<file path="config.mk">
export PLATFORM = sky130hd
export DESIGN_NAME = a23_copro_cfg_seq
export DESIGN_NICKNAME = d
export VERILOG_FILES = /design/src/rtl/a23_copro_pkg.sv /design/src/rtl/a23_copro_cfg_seq.sv
export SDC_FILE = /design/constraint.sdc
export NUM_CORES = 1
export LEC_CHECK = 0
export CORE_ASPECT_RATIO = 1.5
export CORE_UTILIZATION = 39
export CTS_BUF_LIST = sky130_fd_sc_hd__clkbuf_4 sky130_fd_sc_hd__clkbuf_8 sky130_fd_sc_hd__clkbuf_16
export CTS_CLUSTER_SIZE = 8
export DETAILED_ROUTE_END_ITERATION = 16
export GPL_ROUTABILITY_DRIVEN = 1
export MAX_ROUTING_LAYER = met4
export PLACE_DENSITY_LB_ADDON = 0.25
export SYNTH_ARGS = -nofsm -noshare
export SYNTH_HDL_FRONTEND = slang
export SYNTH_SLANG_ARGS = --single-unit
</file>
<file path="constraint.sdc">
create_clock -name i_clk -period 1.5 [get_ports i_clk]
set_input_delay 0.225 -clock i_clk [delete_from_list [all_inputs] [get_ports i_clk]]
set_output_delay 0.225 -clock i_clk [all_outputs]
set_load 0.005 [all_outputs]
</file>
<file path="src/rtl/a23_copro_pkg.sv">
// Shared CP15 op codes, register numbers and
// configuration sequencer state encoding.
package a23_copro_pkg;

  localparam logic [1:0] COPRO_OP_NONE = 2'd0;
  localparam logic [1:0] COPRO_OP_MRC  = 2'd1;
  localparam logic [1:0] COPRO_OP_MCR  = 2'd2;

  localparam logic [3:0] CRN_ID         = 4'd0;
  localparam logic [3:0] CRN_FLUSH      = 4'd1;
  localparam logic [3:0] CRN_CTRL       = 4'd2;
  localparam logic [3:0] CRN_CACHEABLE  = 4'd3;
  localparam logic [3:0] CRN_UPDATEABLE = 4'd4;
  localparam logic [3:0] CRN_DISRUPTIVE = 4'd5;

  typedef enum logic [3:0] {
    S_IDLE,
    S_WAIT,
    S_OFF,
    S_FL,
    S_WA,
    S_WU,
    S_WD,
    S_RD,
    S_CHK,
    S_WC,
    S_DONE
  } cfg_state_e;

endpackage

</file>
<file path="src/rtl/a23_copro_cfg_seq.sv">
// CP15 access arbiter and atomic cache
// reconfiguration sequencer for Amber 23.
module a23_copro_cfg_seq #(
  parameter int P_VERIFY = 1,
  parameter int P_FLUSH  = 1
) (
  input  logic        i_clk,
  input  logic        i_rst_n,
  input  logic        i_fetch_stall,
  input  logic [1:0]  i_core_copro_operation,
  input  logic [3:0]  i_core_copro_crn,
  input  logic [31:0] i_core_copro_write_data,
  input  logic        i_cfg_start,
  input  logic [2:0]  i_cfg_cache_control,
  input  logic [31:0] i_cfg_cacheable,
  input  logic [31:0] i_cfg_updateable,
  input  logic [31:0] i_cfg_disruptive,
  input  logic [31:0] i_copro_read_data,
  output logic [1:0]  o_copro_operation,
  output logic [3:0]  o_copro_crn,
  output logic [31:0] o_copro_write_data,
  output logic        o_core_hold,
  output logic        o_cfg_busy,
  output logic        o_cfg_done,
  output logic        o_cfg_error
);

  import a23_copro_pkg::*;

  cfg_state_e  state;
  cfg_state_e  state_nxt;
  logic [2:0]  snap_ctrl;
  logic [31:0] snap_ca;
  logic [31:0] snap_up;
  logic [31:0] snap_di;
  logic        err_q;
  logic        start_ok;
  logic        adv;
  logic        core_owns;
  logic [1:0]  seq_op;
  logic [3:0]  seq_crn;
  logic [31:0] seq_wd;

  assign start_ok = i_cfg_start && (state == S_IDLE);
  assign adv      = !i_fetch_stall;

  always_ff @(posedge i_clk or negedge i_rst_n) begin
    if (!i_rst_n) begin
      state     <= S_IDLE;
      snap_ctrl <= '0;
      snap_ca   <= '0;
      snap_up   <= '0;
      snap_di   <= '0;
      err_q     <= 1'b0;
    end else begin
      state <= state_nxt;
      if (start_ok) begin
        snap_ctrl <= i_cfg_cache_control;
        snap_ca   <= i_cfg_cacheable;
        snap_up   <= i_cfg_updateable;
        snap_di   <= i_cfg_disruptive;
      end
      // CP15 registers its read data, so CHK sees the RD result
      if (start_ok)
        err_q <= 1'b0;
      else if (state == S_CHK && adv
               && i_copro_read_data != snap_ca)
        err_q <= 1'b1;
    end
  end

  always_comb begin
    state_nxt = state;
    seq_op    = COPRO_OP_NONE;
    seq_crn   = CRN_ID;
    seq_wd    = '0;
    unique case (state)
      S_IDLE: begin
        if (i_cfg_start) state_nxt = S_WAIT;
      end
      S_WAIT: begin
        if (i_core_copro_operation == COPRO_OP_NONE && adv)
          state_nxt = S_OFF;
      end
      S_OFF: begin
        seq_op  = COPRO_OP_MCR;
        seq_crn = CRN_CTRL;
        seq_wd  = {29'd0, snap_ctrl[2:1], 1'b0};
        if (adv) state_nxt = (P_FLUSH != 0) ? S_FL : S_WA;
      end
      S_FL: begin
        seq_op  = COPRO_OP_MCR;
        seq_crn = CRN_FLUSH;
        if (adv) state_nxt = S_WA;
      end
      S_WA: begin
        seq_op  = COPRO_OP_MCR;
        seq_crn = CRN_CACHEABLE;
        seq_wd  = snap_ca;
        if (adv) state_nxt = S_WU;
      end
      S_WU: begin
        seq_op  = COPRO_OP_MCR;
        seq_crn = CRN_UPDATEABLE;
        seq_wd  = snap_up;
        if (adv) state_nxt = S_WD;
      end
      S_WD: begin
        seq_op  = COPRO_OP_MCR;
        seq_crn = CRN_DISRUPTIVE;
        seq_wd  = snap_di;
        if (adv) state_nxt = (P_VERIFY != 0) ? S_RD : S_WC;
      end
      S_RD: begin
        seq_op  = COPRO_OP_MRC;
        seq_crn = CRN_CACHEABLE;
        if (adv) state_nxt = S_CHK;
      end
      S_CHK: begin
        if (adv) state_nxt = S_WC;
      end
      S_WC: begin
        seq_op  = COPRO_OP_MCR;
        seq_crn = CRN_CTRL;
        seq_wd  = {29'd0, snap_ctrl};
        if (adv) state_nxt = S_DONE;
      end
      S_DONE: begin
        state_nxt = S_IDLE;
      end
      default: begin
        state_nxt = S_IDLE;
      end
    endcase
  end

  assign core_owns = (state == S_IDLE) || (state == S_WAIT);

  assign o_copro_operation  = core_owns ? i_core_copro_operation
                                        : seq_op;
  assign o_copro_crn        = core_owns ? i_core_copro_crn
                                        : seq_crn;
  assign o_copro_write_data = core_owns ? i_core_copro_write_data
                                        : seq_wd;

  assign o_core_hold = (state != S_IDLE);
  assign o_cfg_busy  = (state != S_IDLE);
  assign o_cfg_done  = (state == S_DONE);
  assign o_cfg_error = err_q;

endmodule

</file>
# Yosys cells after proc, flatten, opt, wreduce, memory -nomap -nowiden
# Cells that the tools add are included.
classes:
  n_eq_ne: 21
  n_reduce_logical: 14
  n_mux: 19
ops:
  columns: ["cell", "count"]
  rows:
  - ["32-bit case mux with 5 select lines", 1]
  - ["4-bit two-way mux", 11]
  - ["4-bit case mux with 10 select lines", 1]
  - ["32-bit two-way mux", 1]
  - ["32-bit != test", 1]
  - ["2-bit != test (second input constant)", 10]
  - ["4-bit by 3-bit == test with 1-bit output (second input constant)", 4]
  - ["3-bit case mux with 5 select lines", 1]
  - ["4-bit == test (second input constant)", 3]
  - ["10-bit AND reduction", 1]
  - ["4-bit by 2-bit == test with 1-bit output (second input constant)", 2]
  - ["6-bit OR reduction", 1]
  - ["4-bit by 1-bit == test with 1-bit output (second input constant)", 1]
  - ["1-bit logical AND", 4]
  - ["4-bit zero test", 1]
  - ["2-bit case mux with 2 select lines", 1]
  - ["4-bit nonzero test", 1]
  - ["2-bit OR reduction", 2]
  - ["2-bit zero test", 1]
  - ["1-bit two-way mux", 2]
  - ["2-bit two-way mux", 1]
  - ["2-bit nonzero test", 1]
  - ["1-bit zero test", 1]
  - ["1-bit logical OR", 1]
totals:
  wordCells: 60
  output_inout_bits: 42
  ff_bits: 104
  in_bits: 173

# Depth between registers and ports, before layout
# Gate-level depths: netlist of the first run.
logic_depth:
  ltp_word: 5
  ltp_mapped: 6
  depth_no_buf: 5

# Least setup slack after synthesis of the first run
# No wires, ideal clock.
synth_timing:
  kind: "register to output"
  startpoint: "register state[1]"
  endpoint: "output o_copro_write_data[10]"
  path_slack_ps: -106
  path_buffers: 2
  path_stages_with_launch: 6
  required_time_ps: 1275
  t_arrival_ps: 1381
  path_cell_list: "dfrtp_1 > buf_2 > nor3_2 > clkbuf_1 > a22oi_1 > nand2_1"
synth_between:
  elab_chain_cells: 3
  word_cells_on_any_way: 10
  cone_classes: "6 x eq/ne; 2 x mux; 2 x reduce/logical"
synth_rtl:
  columns: ["item", "line", "text"]
  rows:
  - ["start: declaration", "a23_copro_cfg_seq.sv:30", "cfg_state_e state;"]
  - ["start signal: assignment", "a23_copro_cfg_seq.sv:56", "state <= state_nxt;"]
  - ["4-bit == test (tied with other cells)", "a23_copro_cfg_seq.sv:77", "unique case (state)"]
  - ["32-bit case mux with 5 select lines or 1-bit logical OR (tied branches)", "a23_copro_cfg_seq.sv:77, a23_copro_cfg_seq.sv:137", null]
  - ["32-bit two-way mux *", "a23_copro_cfg_seq.sv:143", "assign o_copro_write_data = core_owns ? i_core_copro_write_data"]
  - ["end: declaration", "a23_copro_cfg_seq.sv:21", "output logic [31:0] o_copro_write_data,"]
# Every way passes the cells marked *; elsewhere a longest branch is shown, timed or not.

# Worst setup path in the final report of the first run
layout_timing:
  startpoint: "register state[3]"
  endpoint: "output o_copro_write_data[0]"
# Same word-level chain as after synthesis.

==> results of run 1 <==
-- what timing repair did --
item	CTS	global route
pin swaps	47	33
resized for setup	311	130
hold endpoints to repair	22	0
cloned	12	14
hold buffers	1	0
endpoints found under the setup margin	143	145
buffers inserted	42	18
-- power groups by stage --
stage | combinational [W] | clock, W | sequential, W
2_1_floorplan | 0.00368 | 0 | 0.00497
3_3_place_gp | 0.00670 | 0 | 0.00526
3_5_place_dp | 0.00684 | 0 | 0.00533
4_1_cts | 0.00925 | 0.00233 | 0.00544
5_1_grt | 0.0119 | 0.00247 | 0.00575
6_report | 0.0113 | 0.00234 | 0.00565
-- synth_stat cells, types with 6 or more instances --
| cell type | number |
|---|---|
| dfrtp_1 | 104 |
| mux2_1 | 99 |
| a22oi_1 | 62 |
| nand2_1 | 40 |
| xor2_1 | 33 |
| buf_2 | 13 |
| buf_6 | 10 |
| nor4_1 | 9 |
| nor2_1 | 8 |
| nand2b_1 | 7 |
| o21ai_0 | 7 |
| clkbuf_1 | 6 |
| inv_1 | 6 |
-- worst max-delay path, delay by kind of cell (launching register included) --
kind | cells | cell delay (ns)
flops | 1 | 0.40
compound gates | 3 | 0.30
simple gates | 2 | 0.45
buf+inv | 4 | 0.52
-- cells in the final DEF (no fill, tap or decap), types with 4 or more instances in the layout --
cell / count
buf_16: 8
nand2b_4: 4
inv_1: 6
a22oi_2: 43
clkdlybuf4s50_1: 171
nor2_1: 4
buf_6: 28
xor2_1: 33
buf_8: 15
nor4_1: 9
nand2_1: 38
buf_2: 40
dfrtp_1: 101
nor2_4: 4
buf_4: 26
buf_12: 18
mux2_4: 98
a22oi_1: 19
clkbuf_16: 17
-- path summary, 6_finish.rpt --
kind                                          to  slack (ns)  cells past startpoint
max                        o_copro_write_data[0]       -0.73                      9
min                                  snap_ca[10]        0.34                      2
max reg2reg                          snap_ca[11]       -0.62                      8
min reg2reg                          o_cfg_error        0.49                      2
max in group asynchronous            snap_di[31]        0.64                      3
min in group i_clk                   snap_ca[21]        0.49                      2
-- cell families (layout without fill, tap and decap cells) --
family | count (synthesis) | after routing | synth area share (%)
AOI/OAI and AO/OA | 87 | 87 | 12.01
xor gates and xnor gates | 33 | 33 | 5.507
buffers and inverters | 36 | 339 | 4.386
DFF | 104 | 104 | 49.58
muxes | 99 | 99 | 21.24
other | 0 | 1 | 0
and+or+nand+nor | 76 | 78 | 7.270
-- registers in the layout, summed over array words and instances (netlist names) --
| name | cells |
|---|---|
| snap_ca | 32 |
| snap_ctrl | 3 |
| o_cfg_error | 1 |
| snap_up | 32 |
| state | 4 |
| snap_di | 32 |
-- routing by layer --
layer	part of all wire (%)	GRT usage, %
met4	3.7	13.12
met2	54	51.56
met5	0	-
met3	4.5	5.268
met1	38	31.37
-- final cells by class --
class / instances / area, um^2 / share of cell area, %
antenna: 1 / 2.502 / 0.02551
clock buffer: 11 / 252.7 / 2.576
clock inverter: 5 / 38.79 / 0.3954
inverter: 6 / 22.52 / 0.2296
multi-input combinational: 297 / 3206 / 32.67
sequential: 104 / 2606 / 26.57
tap: 159 / 198.9 / 2.028
timing repair buffer: 317 / 3483 / 35.51
-- per-stage QoR --
step | TNS, ns | area, um^2 | worst slack, ns
5_1_grt | -90.66 | 9808 | -0.7928
3_5_place_dp | -59.32 | 7726 | -0.6341
3_3_place_gp | -55.39 | 7726 | -0.6161
6_report | -81.89 | 9811 | -0.7312
2_1_floorplan | -1.921 | 5265 | -0.01948
4_1_cts | -74.60 | 9097 | -0.5951
==> results.toml, run 1 <==
[run_status]
run_status = "finished, violations left"
failed_checks = "setup timing"

[grt]
grt_use_total_pct = 28.90
antenna_found_initial = 0
grt_remaining_overflow = 0
grt_pass1_vias = 5303
grt_max_degree = 35
grt_first_pass_wirelength_mm = 29.61

[routing]
drt-initial-drc-count = 255
wire_per_inst_um = 24.57
detail-route-antenna-nets = 0
post-route-drc-count = 0
routed_via_density = 5.532
num_vias = 4979
drt_pre_antenna_iters = 5
routed_wl_mm = 22.12

[worst_setup_path]
worst_endpoint_required_time_ns = 1.27
crit_path_most_repeated_cell = "buf_6"
setup.worst_path.class = "reg -> out"
timing.critical_path.cells = "nand2b_4, buf_6, nor3b_4, buf_6, buf_6, a22o_1, a21oi_2, o21ai_1, buf_2"
timing.critical_path.arrival_ns = 2.01
worstSetupEndpointType = "primary output"
worst_r2r_startpoint = "state[2]"
cpMaxStageDelayCell = "dfrtp_1"
worstPathMaxFanout = 4
cp-start-kind = "flip-flop"
critical_path.max_stage_delay_ns = 0.40
crit_path_start = "state[3]"

[cells_and_area]
fillers = 820
layoutNonFillerInstCount = 900
final_nets = 908
fin_util_pct = 75.00
area_growth_pct = 86.91
drive_above_1_share_pct = 45.14

[floorplanning]
die-area_um2 = 13940
top_level_pins = 215
die_y_um = 144.1
die_width_um = 96.72
initial_core_util_pct = 40.12
coreArea_um2 = 13080
fp-row-count = 51

[synth]
netlist-cell-type-count = 34
predominant_post_synthesis_flop_cell = "dfrtp_1"
postSynthAreaPerCell_um2 = 12.07
synth_top_cells_by_area = "dfrtp_1 50%, mux2_1 21%, a22oi_1 8.9%, xor2_1 5.5%, nand2_1 2.9%"
syn-instance-count = 435
ys_seq_area_share_pct = 49.58
asyncSetResetFlopFracSynth_pct = 100.0
ys_seq_elements = 104
netlist.top_cell.by_area = "dfrtp_1"
synth_area_um2 = 5249
synthDominantCellAreaShare_pct = 49.58
synth-edff-count = 0
synthesis.yosys.warnings = 0
synth.net_count = 608

[cts]
cts_tree = "built"
worst_skew_pair.late_latency_ns = 0.34
cts.htree.levels = 3
cts.clk_slew.worst_paths_ns = 0.08
largest_buffer_count_on_any_clock_path = 2
cts.root.buffer_cell = "clkbuf_16"
cts.sink_count = 104
cts_made_buffers = 9

[place]
portBuffers = 214
detailed_place_hpwl_mm = 12.44
globalplace.congestion = 0.8922
post-place-cells = 809

[power]
comb_power_share_pct = 58.6
power.sequential.fraction_pct = 29.3
clock_power_share_pct = 12.1
worst_ir_drop_vdd_mv = 1.095
netSwitchingPower_w = 0.006965
internal-power_w = 0.01233
power-per-cell-area_nw_per_um2 = 1967
p_sw_share_pct = 36.10
total_leakage_power_nw = 4.603
power_consumption_w = 0.01929

[timing]
skew_ns = 0.008530
grt_setup_unrepaired = "yes"
final_worst_path_period_need_ns = 2.231
finalMaxSlewViolations = 0
whs_ns = 0.3378
finalSetupViolations = 143
finalHoldViolations = 0
tightestPinTransition_ns = 0.6330
max-slew-margin-rel_pct = 57.67
fin_crit_sh_pct = 148.7
maxClockFrequency_ghz = 0.4482
final_critical_path_setup_slack_ns = -0.7312

[min_path]
timing.hold.worst.class = "in -> async"

[job]
max-cap-violations = 0
Power figures use the tool's default switching activity.
==> run 2: changes to the inputs <==
--- a/config.mk
+++ b/config.mk
@@ -12,7 +12,7 @@
 export DETAILED_ROUTE_END_ITERATION = 16
 export GPL_ROUTABILITY_DRIVEN = 1
 export MAX_ROUTING_LAYER = met4
-export PLACE_DENSITY_LB_ADDON = 0.25
+export PLACE_DENSITY = 0.77
 export SYNTH_ARGS = -nofsm -noshare
 export SYNTH_HDL_FRONTEND = slang
 export SYNTH_SLANG_ARGS = --single-unit
==> run 2 against run 1 <==
The flow still finishes with violations (setup timing). Cell area grew 0.14%. Routed wire length up 1.4%. Total power increased by 2.7%. Cell count is 1.1% higher. Non-clock buffer count is 11 higher. Maximum frequency up 4.7%. Sequential share of layout area about the same. Worst hold slack lost 0.12 ns. Flip-flop and latch count did not move.
==> results.toml, run 2 (synthesis gave the netlist of run 1 again) <==
[routing]
routed_via_density = 5.727
num_vias = 5212
met2_length_mm = 11.90
drt-initial-drc-count = 198
dr_wl_met3_mm = 1.038
drt_pre_antenna_iters = 4
highest_metal_layer_with_signal_wires = "met4"
wirelength_met1_mm = 8.240
post-route-drc-count = 0
routed_wl_mm = 22.42
detail-route-antenna-nets = 0
wire_per_inst_um = 24.64

[worst_setup_path]
critical_path.max_stage_delay_ns = 0.43
timing.critical_path.arrival_ns = 2.37
worstPathMaxFanout = 8
setup.worst_path.class = "reg -> reg"
worst_endpoint_required_time_ns = 1.73
cpMaxStageDelayCell = "dfrtp_2"
critical-path-top-delay-family = "buffers and inverters"
cp-start-kind = "flip-flop"
worst_r2r_startpoint = "state[2]"
crit_buf_inv = 6
timing.critical_path.cells = "buf_8, buf_12, buf_8, nor4_4, buf_6, nand2_8, buf_12, buf_16, mux2_4"
crit_path_start = "state[2]"
worstSetupEndpointType = "flip-flop"

[timing]
finalHoldViolations = 0
fin_crit_sh_pct = 142.1
tightestPinTransition_ns = 0.6512
final_critical_path_setup_slack_ns = -0.6318
finalMaxSlewViolations = 0
final_worst_path_period_need_ns = 2.132
finalSetupViolations = 143
max-slew-margin-rel_pct = 56.45
skew_ns = 0.007211
whs_ns = 0.2227
maxClockFrequency_ghz = 0.4691
grt_setup_unrepaired = "yes"

[power]
power_consumption_w = 0.01982
worst_ir_drop_vdd_mv = 0.8838
total_leakage_power_nw = 4.567
power-per-cell-area_nw_per_um2 = 2018

[cells_and_area]
antenna-diode-count = 0
final_cell_area_um2 = 9824
final_nets = 919
fillers = 783
layout.cells.most_common = "clkdlybuf4s50_1"
drive_above_1_share_pct = 45.41
largestRegisters = "snap_ca (32), snap_di (32), snap_up (32)"
layout.cells.most_common_list = "171 x clkdlybuf4s50_1, 101 x dfrtp_1, 85 x mux2_4, 52 x a22oi_2, 47 x buf_6"
area_growth_pct = 87.18
fin_util_pct = 75.10

[floorplanning]
coreArea_um2 = 13080
die-area_um2 = 13940
initial_core_util_pct = 40.12
top_level_pins = 215
die_width_um = 96.72
fp-row-count = 51
die_y_um = 144.1

[cts]
cts.clk_slew.worst_paths_ns = 0.08
largest_buffer_count_on_any_clock_path = 2
cts_tree = "built"
cts_made_buffers = 9
cts.root.buffer_cell = "clkbuf_16"
cts.sink_count = 104
cts.htree.levels = 3
worst_skew_pair.late_latency_ns = 0.35

[place]
place_ws_ns = -0.6654
postPlaceCellArea_um2 = 7726
globalplace.congestion = 0.8137
detailed_place_hpwl_mm = 12.36
portBuffers = 214

[grt]
grt_pass1_vias = 5652
grt_first_pass_wirelength_mm = 30.95
grt_use_total_pct = 30.53
grt_max_degree = 56
antenna_found_initial = 0
grt_remaining_overflow = 0

[job]
max-cap-violations = 0

[run_status]
run_status = "finished, violations left"
failed_checks = "setup timing"

[min_path]
timing.hold.worst.class = "in -> async"
run 2: changes by cell type in the layout (fill, tap and decap cells not counted), sizes merged:
cell	delta
bufbuf	-1
bufinv	+1
buf	+19
diode	-1
inv	+1
clkbuf	-9
run 2: final cells by class:
type | count | area, um^2 | area share [%]
clock buffer | 9 | 225.2 | 2.292
multi-input combinational | 297 | 3199 | 32.56
inverter | 6 | 22.52 | 0.2292
sequential | 104 | 2606 | 26.53
timing repair buffer | 328 | 3495 | 35.57
tap | 159 | 198.9 | 2.025
clock inverter | 7 | 77.57 | 0.7896
run 2: worst register-to-register path: cells and delay by family, from the launching register on:
kind,cells,cell delay (ns)
simple gates,2,0.38
mux,1,0.31
flops,1,0.43
buf+inv,6,0.90
run 2: what timing repair did:
action | CTS | global route
hold endpoints to repair | 104 | 0
cloned | 18 | 1
pin swaps | 36 | 34
hold buffers | 1 | 0
endpoints found under the setup margin | 143 | 144
resized for setup | 295 | 155
setup buffers | 61 | 21
run 2: final timing paths:
kind                                     to  slack (ns)  depth (start not counted)
worst max-delay path             snap_di[2]       -0.63                          9
worst min-delay path            snap_di[17]        0.22                          2
worst max register to register   snap_di[2]       -0.63                          9
worst min register to register  snap_di[21]        0.51                          1
max in group asynchronous       snap_ca[12]        0.79                          3
min in group i_clk              snap_di[21]        0.47                          2
run 2: power breakdown:
group	leakage, nW	internal, W	switching [W]
registers	1.24	0.00425	0.00143
clock network	0.147	0.00131	0.00113
logic	3.18	0.00701	0.00468
run 2: routing by layer:
| metal | track usage [%] | vias up |
|---|---|---|
| li1 | - | 2220 |
| met1 | 32.81 | 2645 |
| met2 | 53.26 | 268 |
| met3 | 5.172 | 79 |
| met4 | 17.83 | 0 |
| met5 | - | - |
run 2: stage by stage:
step	setup TNS (ns)	std cells
floorplan	-1.921	435
global placement	-55.93	808
detailed placement	-59.65	808
CTS	-66.90	903
global route	-83.30	910
finish	-77.30	910
